[src/rtl/pdp1_cpu_alu_div_seq_if.sv]
// Start/busy/done handshake and operand/result bus between the CPU sequencer
// and the multi-cycle DIV unit.
interface pdp1_cpu_alu_div_seq_if #(
  parameter int NUM_W = 34,
  parameter int DEN_W = 17,
  parameter int QUO_W = 34
);
  logic             start;
  logic             signed_mode;
  logic [NUM_W-1:0] numer;
  logic [DEN_W-1:0] denom;
  logic             busy;
  logic             done;
  logic [QUO_W-1:0] quotient;
  logic [DEN_W-1:0] remain;
  logic             div_zero;
  logic             overflow;

  modport master (
    output start, signed_mode, numer, denom,
    input  busy, done, quotient, remain, div_zero, overflow
  );

  modport slave (
    input  start, signed_mode, numer, denom,
    output busy, done, quotient, remain, div_zero, overflow
  );
endinterface

[src/rtl/pdp1_cpu_alu_div_seq.sv]
// Multi-cycle restoring radix-2 divider for the PDP-1 DIV instruction, with
// ones'-complement signed mode and divide-by-zero / quotient-overflow flags.
//
// state | meaning
// IDLE  | waiting for start; operands captured on acceptance
// PREP  | take magnitudes and signs, catch divide-by-zero
// ITER  | one quotient bit per cycle, MSB first, NUM_W cycles
// FIX   | overflow check and sign restoration
// DONE  | done pulse, results valid
module pdp1_cpu_alu_div_seq #(
  parameter int NUM_W = 34,
  parameter int DEN_W = 17,
  parameter int QUO_W = 34
) (
  input logic                    in_clock,
  input logic                    in_reset_n,
  pdp1_cpu_alu_div_seq_if.slave  bus
);

  localparam int CW = (NUM_W > 1) ? $clog2(NUM_W) : 1;

  typedef enum logic [2:0] {S_IDLE, S_PREP, S_ITER, S_FIX, S_DONE} state_t;

  state_t           state_q, state_d;
  logic [CW-1:0]    cnt_q, cnt_d;
  logic [NUM_W-1:0] sr_q, sr_d;
  logic [DEN_W-1:0] prem_q, prem_d;
  logic [DEN_W-1:0] dmag_q, dmag_d;
  logic             smode_q, smode_d;
  logic             qneg_q, qneg_d;
  logic             rneg_q, rneg_d;
  logic             busy_q, busy_d;
  logic             done_q, done_d;
  logic [QUO_W-1:0] quo_q, quo_d;
  logic [DEN_W-1:0] rem_q, rem_d;
  logic             dz_q, dz_d;
  logic             ovf_q, ovf_d;

  logic [DEN_W:0]   prem_sh;
  logic [DEN_W-1:0] prem_sub;
  logic             ge;
  logic             nneg, dneg;
  logic [NUM_W-1:0] nmag;
  logic [DEN_W-1:0] dmag_v;
  logic             ovf_v;
  int               ovf_lim;

  always_comb begin
    state_d  = state_q;
    cnt_d    = cnt_q;
    sr_d     = sr_q;
    prem_d   = prem_q;
    dmag_d   = dmag_q;
    smode_d  = smode_q;
    qneg_d   = qneg_q;
    rneg_d   = rneg_q;
    busy_d   = busy_q;
    done_d   = 1'b0;
    quo_d    = quo_q;
    rem_d    = rem_q;
    dz_d     = dz_q;
    ovf_d    = ovf_q;

    // Partial remainder widened by one bit so the compare sees the shifted-in MSB.
    prem_sh  = {prem_q, sr_q[NUM_W-1]};
    ge       = (prem_sh >= {1'b0, dmag_q});
    prem_sub = prem_sh[DEN_W-1:0] - dmag_q;

    nneg     = smode_q & sr_q[NUM_W-1];
    dneg     = smode_q & dmag_q[DEN_W-1];
    nmag     = nneg ? ~sr_q : sr_q;
    dmag_v   = dneg ? ~dmag_q : dmag_q;

    ovf_lim  = smode_q ? (QUO_W - 1) : QUO_W;
    ovf_v    = 1'b0;
    for (int i = 0; i < NUM_W; i++) begin
      if (i >= ovf_lim && sr_q[i]) ovf_v = 1'b1;
    end

    case (state_q)
      S_IDLE: begin
        if (bus.start) begin
          sr_d    = bus.numer;
          dmag_d  = bus.denom;
          smode_d = bus.signed_mode;
          busy_d  = 1'b1;
          state_d = S_PREP;
        end
      end
      S_PREP: begin
        qneg_d = nneg ^ dneg;
        rneg_d = nneg;
        if (dmag_v == '0) begin
          quo_d   = '1;
          rem_d   = '1;
          dz_d    = 1'b1;
          ovf_d   = 1'b0;
          done_d  = 1'b1;
          state_d = S_DONE;
        end else begin
          prem_d  = '0;
          sr_d    = nmag;
          dmag_d  = dmag_v;
          cnt_d   = CW'(NUM_W - 1);
          state_d = S_ITER;
        end
      end
      S_ITER: begin
        prem_d = ge ? prem_sub : prem_sh[DEN_W-1:0];
        sr_d   = (sr_q << 1) | NUM_W'(ge);
        if (cnt_q == '0) state_d = S_FIX;
        else             cnt_d   = cnt_q - 1'b1;
      end
      S_FIX: begin
        dz_d   = 1'b0;
        ovf_d  = ovf_v;
        if (ovf_v) begin
          quo_d = sr_q[QUO_W-1:0];
          rem_d = prem_q;
        end else begin
          quo_d = qneg_q ? ~sr_q[QUO_W-1:0] : sr_q[QUO_W-1:0];
          rem_d = rneg_q ? ~prem_q : prem_q;
        end
        done_d  = 1'b1;
        state_d = S_DONE;
      end
      S_DONE: begin
        busy_d  = 1'b0;
        state_d = S_IDLE;
      end
      default: begin
        busy_d  = 1'b0;
        state_d = S_IDLE;
      end
    endcase
  end

  always_ff @(posedge in_clock) begin
    if (!in_reset_n) begin
      state_q <= S_IDLE;
      cnt_q   <= '0;
      sr_q    <= '0;
      prem_q  <= '0;
      dmag_q  <= '0;
      smode_q <= 1'b0;
      qneg_q  <= 1'b0;
      rneg_q  <= 1'b0;
      busy_q  <= 1'b0;
      done_q  <= 1'b0;
      quo_q   <= '0;
      rem_q   <= '0;
      dz_q    <= 1'b0;
      ovf_q   <= 1'b0;
    end else begin
      state_q <= state_d;
      cnt_q   <= cnt_d;
      sr_q    <= sr_d;
      prem_q  <= prem_d;
      dmag_q  <= dmag_d;
      smode_q <= smode_d;
      qneg_q  <= qneg_d;
      rneg_q  <= rneg_d;
      busy_q  <= busy_d;
      done_q  <= done_d;
      quo_q   <= quo_d;
      rem_q   <= rem_d;
      dz_q    <= dz_d;
      ovf_q   <= ovf_d;
    end
  end

  assign bus.busy     = busy_q;
  assign bus.done     = done_q;
  assign bus.quotient = quo_q;
  assign bus.remain   = rem_q;
  assign bus.div_zero = dz_q;
  assign bus.overflow = ovf_q;

endmodule
[src/flat_wrapper.sv]
// flat-port wrapper written by rule: the top's interface ports become plain ports
module pdp1_cpu_alu_div_seq_flat 
#(
  parameter int NUM_W = 34,
  parameter int DEN_W = 17,
  parameter int QUO_W = 34
)
  (in_clock, in_reset_n, bus_start, bus_signed_mode, bus_numer, bus_denom, bus_busy, bus_done, bus_quotient, bus_remain, bus_div_zero, bus_overflow);
  pdp1_cpu_alu_div_seq_if #(.NUM_W(NUM_W), .DEN_W(DEN_W), .QUO_W(QUO_W)) bus_i ();
  input logic in_clock;
  input logic in_reset_n;
  input wire logic [$bits(bus_i.start)-1:0] bus_start;
  input wire logic [$bits(bus_i.signed_mode)-1:0] bus_signed_mode;
  input wire logic [$bits(bus_i.numer)-1:0] bus_numer;
  input wire logic [$bits(bus_i.denom)-1:0] bus_denom;
  output wire logic [$bits(bus_i.busy)-1:0] bus_busy;
  output wire logic [$bits(bus_i.done)-1:0] bus_done;
  output wire logic [$bits(bus_i.quotient)-1:0] bus_quotient;
  output wire logic [$bits(bus_i.remain)-1:0] bus_remain;
  output wire logic [$bits(bus_i.div_zero)-1:0] bus_div_zero;
  output wire logic [$bits(bus_i.overflow)-1:0] bus_overflow;
  assign bus_i.start = bus_start;
  assign bus_i.signed_mode = bus_signed_mode;
  assign bus_i.numer = bus_numer;
  assign bus_i.denom = bus_denom;
  assign bus_busy = bus_i.busy;
  assign bus_done = bus_i.done;
  assign bus_quotient = bus_i.quotient;
  assign bus_remain = bus_i.remain;
  assign bus_div_zero = bus_i.div_zero;
  assign bus_overflow = bus_i.overflow;
  pdp1_cpu_alu_div_seq #(.NUM_W(NUM_W), .DEN_W(DEN_W), .QUO_W(QUO_W)) u_core (.in_clock(in_clock), .in_reset_n(in_reset_n), .bus(bus_i));
endmodule
[config.mk]
export PLATFORM = sky130hd
export DESIGN_NAME = pdp1_cpu_alu_div_seq_flat
export DESIGN_NICKNAME = d
export VERILOG_FILES = /design/src/rtl/pdp1_cpu_alu_div_seq_if.sv /design/src/rtl/pdp1_cpu_alu_div_seq.sv /design/src/flat_wrapper.sv
export SDC_FILE = /design/constraint.sdc
export NUM_CORES = 1
export LEC_CHECK = 0
export BUFFER_PORTS_ARGS = -buffer_cell sky130_fd_sc_hd__buf_2
export CAP_MARGIN = 20
export CORE_MARGIN = 2
export CORE_UTILIZATION = 32
export CTS_CLUSTER_DIAMETER = 120
export DETAILED_ROUTE_END_ITERATION = 6
export GPL_ROUTABILITY_DRIVEN = 0
export PLACE_DENSITY = 0.56
export SYNTH_ARGS = -nofsm -noshare
export SYNTH_HDL_FRONTEND = slang
export SYNTH_SLANG_ARGS = --single-unit
[constraint.sdc]
create_clock -name in_clock -period 3.7 [get_ports in_clock]
set_clock_uncertainty 0.2 [all_clocks]
set_input_delay 0.185 -clock in_clock [delete_from_list [all_inputs] [get_ports in_clock]]
set_output_delay 0.185 -clock in_clock [all_outputs]
set_load 0.02 [all_outputs]
* Yosys cells after proc, flatten, opt, wreduce, memory -nomap -nowiden *
Cells that the tools add are included.
W data, S select, Z words.

word-level totals
  register bits = 135
  output and inout port bits = 55
  word-level logic and storage cells = 187

cells by class
  add/subtract/negate cells = 2
  magnitude comparators = 35
  eq/ne operators = 9
  multiplexer cells = 69
  bitwise logic cells = 8
  reductions and logical operators = 50

operators by type and width
  kind                   count
  $ge A6 B32 Y1 const A  16
  $ge A5 B32 Y1 const A  8
  $mux W34               6
  $mux W17               8
  $ge A4 B32 Y1 const A  4
  $pmux W17 S2           3
  $pmux W34 S3           1
  $pmux W34 S2           1
  $ge A3 B32 Y1 const A  2
  $ge A7 B32 Y1 const A  2
  $mux W1                38
  $logic_and A1 B1 Y1    34
  $not A17 Y17           2
  $not A34 Y34           1
  $or A34 B1 Y34         1
  $ge A1 B32 Y1 const A  1
  $ge A2 B32 Y1 const A  1
  $ge A18 B17 Y1         1
  $logic_not A17 Y1      1
  $sub A17 B17 Y17       1
  $mux W6                2
  $pmux W3 S4            1
  $pmux W6 S2            1
  $reduce_and A2 Y1      5
  18 further kinds       32

* Logic depth before layout (Yosys ltp) *
  depth after elaboration = 39
  gate-level depth with buffers = 11
  depth with buffers taken out = 10

* Worst setup path before layout *
Ideal clock, no wire load.

  path kind = flip-flop to flip-flop
  from = register u_core.sr_q[33]
  to = register u_core.prem_q[9]
  setup time = 79 ps
  arrival = 2,410 ps
  data required time = 3,421 ps
  slack = 1,011 ps
  cell stages (with the launch flop) = 12
  path buffers = 1
  cell sequence = dfxtp_1 -> inv_1 -> ha_1 -> fa_1 -> nor2b_1 -> o31a_1 -> o22ai_2 -> o21a_1 -> o21ai_4 -> buf_4 -> nand2_1 -> o211ai_1

between the ends
  cells in the longest elaborated chain, start to end = 3

ends and longest elaborated chain
  what                                                line                                                    text
  from (decl)                                         pdp1_cpu_alu_div_seq.sv:26                              logic [NUM_W-1:0] sr_q, sr_d;
  from (signal assigned)                              pdp1_cpu_alu_div_seq.sv:157                             sr_q <= sr_d;
  $sub A17 B17 Y17 or $ge A18 B17 Y1 (tied branches)  pdp1_cpu_alu_div_seq.sv:67, pdp1_cpu_alu_div_seq.sv:66
  $mux W17 (*)                                        pdp1_cpu_alu_div_seq.sv:109                             prem_d = ge ? prem_sub : prem_sh[DEN_W-1:0];
  $pmux W17 S2 (*)                                    pdp1_cpu_alu_div_seq.sv:80                              case (state_q)
  to (signal assigned)                                pdp1_cpu_alu_div_seq.sv:158                             prem_q <= prem_d;
  to (decl)                                           pdp1_cpu_alu_div_seq.sv:27                              logic [DEN_W-1:0] prem_q, prem_d;

Every way passes the cells marked *; elsewhere a longest branch is shown, timed or not.
A chain may end at the register's enable or synchronous reset.

* Final worst setup path *
  from = register u_core.sr_q[33]
  to = register u_core.prem_q[4]

The elaborated chain is that of the path after synthesis.

==> metrics.md <==
| Metric | Value |
|---|---|
| CORE AREA | `22400 um^2` |
| Vias in the first global route | `6195` |
| Die span in x | `155 um` |
| Largest net degree at the start of global routing | `61` |
| Yosys cell types | `55` |
| Row cnt | `55` |
| Mux share of post-synthesis cell area | `1.15%` |
| Worst-path clk slew | `60 ps` |
| Critical path's slowest cell | `o21ai_4` |
| CP bufs+invs | `1` |
| Syn-to-layout area delta | `25.8%` |
| Clk_lat worst skew | `420 ps` |
| Clock Tree Buf Depth | `2` |
| Post-synthesis xor/xnor area fraction | `8.19%` |
| Util after Layout | `40.8%` |
| Complex-gate fraction of the synthesized area | `27.3%` |
| Worst Path Arrival | `3220 ps` |
| CP max stage delay | `550 ps` |
| Slew @ Worst Pin | `1080 ps` |
| FFs w/ async S/R, synth | `0%` |
| Main combinational cell family by area after synthesis | `compound AO/OA/AOI/OAI gates` |
| Ys Warns | `0` |
| CP cell instances | `inv_1 > ha_1 > fa_1 > nor2b_1 > o31a_1 > o22ai_2 > o21a_1 > o21ai_4 > nand2_1 > a311oi_1` |
| Final count of negative-setup-slack endpoints | `0` |
| PD cells | `595 nW/um^2` |
| Net Sw Frac | `35.2%` |
| Post-synth EDFFs | `0` |
| Logic pwr share | `33.7%` |
| Antenna Cells | `0` |
| Place WS | `613 ps` |
| Critical Path Sink Type | `flop` |
| Via count | `6717` |
| Internal | `3.53 mW` |
| Post-CTS Setup Inserts | `0` |
| Hold WC Path Type | `reg -> reg` |
| Sequential power share | `33.8%` |
| Final min period | `3090 ps` |
| Max-cap violations | `0` |
| Routed Antenna Nets | `0` |
| Yosys reg bits | `135` |
| Syn avg cell area | `8.22 um^2` |
| Htree depth | `4` |
| Routed WL | `20.6 mm` |
| Share of layout cells above drive strength 1 | `21.3%` |
| DPL Wire Length | `13.6 mm` |
| Non-Filler Instances | `1313` |
| Psw | `1.91 mW` |
| Fmax | `0.323 GHz` |
| Die Footprint | `23900 um^2` |
| Seq/Total Area, Yosys | `37.2%` |
| DP Cell Count | `1226` |
| Static Leakage | `3.74 nW` |
| Final Cycle Share | `83.6%` |
| Clock Sinks | `135` |
| CP Max Fanout | `19` |
| Crit start category | `flop` |
| CP Class | `reg -> reg` |
| Area after DPL | `7980 um^2` |
| Setup ws final | `608 ps` |
| Synth Area in Simple Gates | `17.0%` |
| Pwr Total | `5.44 mW` |
| CTS buffer count | `17` |
| Hold Slack | `262 ps` |
| DR WL/cell | `15.7 um` |
| Max_slew headroom | `27.7%` |
| Die Ht | `155 um` |
| Mapped Area | `7270 um^2` |
| CTS root buffer | `clkbuf_16` |
| First-pass GRT wire length | `32.8 mm` |
| Buffers on Ports | `109` |
| Max IR drop VDD | `0.197 mV` |
| Total GRT Usage | `17.1%` |
| Status | `finished clean` |
| Final #Nets | `1090` |
| Crit path required time | `3830 ps` |
| Predominant post-synthesis flop cell | `dfxtp_1` |
| RSZ-0062 raised after global routing | `no` |
| Final Slew Violations | `0` |
| Clock share of power | `32.5%` |
| Io pins | `110` |
| CTS tree | `done` |
| Synth Net Count | `959` |
| Pre-antenna DRT Iters | `5` |
| Post-Syn Instances | `884` |
| DRC errors left | `0` |
| Setup TNS | `0 ps` |
| Via/cell ratio | `5.12` |
| Top delay family on crit path | `compound AO/OA/AOI/OAI gates` |
| Hold Violations, Final | `0` |
| DR iter-0 viols | `356` |
| Design area | `9140 um^2` |
| Adder-Cell Fraction of Synth Area | `3.55%` |
| Starting Density | `32.4%` |
| GRT overflow | `0` |
| Initial antenna violation count | `0` |
cells in the final DEF (no fill, tap or decap), types with 7 or more instances in the layout:
cell type,count
clkbuf_16,17
buf_4,11
nand3_1,10
o21a_1,9
nor2_1,79
ha_1,19
mux2i_1,7
a21oi_1,58
a22oi_1,49
inv_1,22
dlygate4sd3_1,54
nand2_1,154
buf_2,109
o21ai_0,66
xnor2_1,63
dfxtp_1,135
o221a_2,50
power by group through the flow:
stage / registers (mW) / clock network (mW) / logic, mW
CTS: 1.84 / 1.80 / 1.83
detailed placement: 1.87 / 0 / 1.78
global placement: 1.86 / 0 / 1.77
floorplan: 1.91 / 0 / 1.32
global route: 1.87 / 1.86 / 2.03
finish: 1.84 / 1.77 / 1.83
timing repair:
item | CTS | global route
hold buffers | 54 | 0
endpoints found under the hold margin | 58 | 0
setup endpoints to repair | 0 | 0
gates resized for setup | 0 | 0
sequential cells by signal, indices dropped and copies added, names as in the netlist:
name                 flops
u_core.qneg_q            1
u_core.rneg_q            1
u_core.bus.div_zero      1
u_core.prem_q           17
u_core.bus.overflow      1
u_core.cnt_q             6
u_core.sr_q             34
u_core.bus.busy          1
u_core.state_q           3
u_core.dmag_q           17
u_core.bus.done          1
u_core.bus.quotient     34
u_core.bus.remain       17
u_core.smode_q           1
per-layer routing:
metal | track usage (%) | part of all wire [%] | vias up
met5 | 0 | 0 | -
li1 | - | - | 3429
met4 | 4.85 | 1.1 | 0
met2 | 27.3 | 45 | 138
met3 | 3.59 | 3.8 | 16
met1 | 23.3 | 50 | 3134
Yosys cell counts (all sizes together) (5+ instances only):
cell,n,area share (%)
nand2,156,8.1
dfxtp,135,37
nor2,80,4.1
o21ai,72,5.3
xnor2,63,7.6
a21oi,58,4.0
o221a,50,7.7
a22oi,49,5.1
clkbuf,43,2.2
inv,23,1.2
buf,21,2.2
ha,19,3.3
nand3,10,0.69
o21a,10,1.1
mux2i,8,1.2
nand4,6,0.52
nor3,6,0.41
nor4,6,0.52
a311oi,5,0.60
nand2b,5,0.43
o211ai,5,0.59
xor2,5,0.60
tightest hold or removal path, cell delays in order, from the launching register on:
cell	delay (ps)
dfxtp_1	310
nand2_1	50
a21oi_1	50
worst paths after layout:
| kind | cells past startpoint | endpoint | startpoint | slack (ps) |
|---|---|---|---|---|
| worst max-delay path | 10 | u_core.prem_q[4] | u_core.sr_q[33] | 610 |
| worst min-delay path | 2 | u_core.rneg_q | u_core.rneg_q | 260 |
| worst max register to register | 10 | u_core.prem_q[4] | u_core.sr_q[33] | 610 |
| worst min register to register | 2 | u_core.rneg_q | u_core.rneg_q | 260 |
final cells by class:
cell class	instances	area [um^2]
clock inverter	12	150
clock buffer	20	457
multi-input combinational	662	4180
timing repair buffer	176	1210
inverter	23	86.3
tap	285	357
sequential	135	2700
fill	2266	13300
cells by family after synthesis:
kind of cell | after synthesis
DFF | 135
buffers and inverters | 87
and+or+nand+nor | 293
AOI/OAI and AO/OA | 273
muxes | 8
xor gates and xnor gates | 68
adders and majority gates | 20
Power figures use the tool's default switching activity.
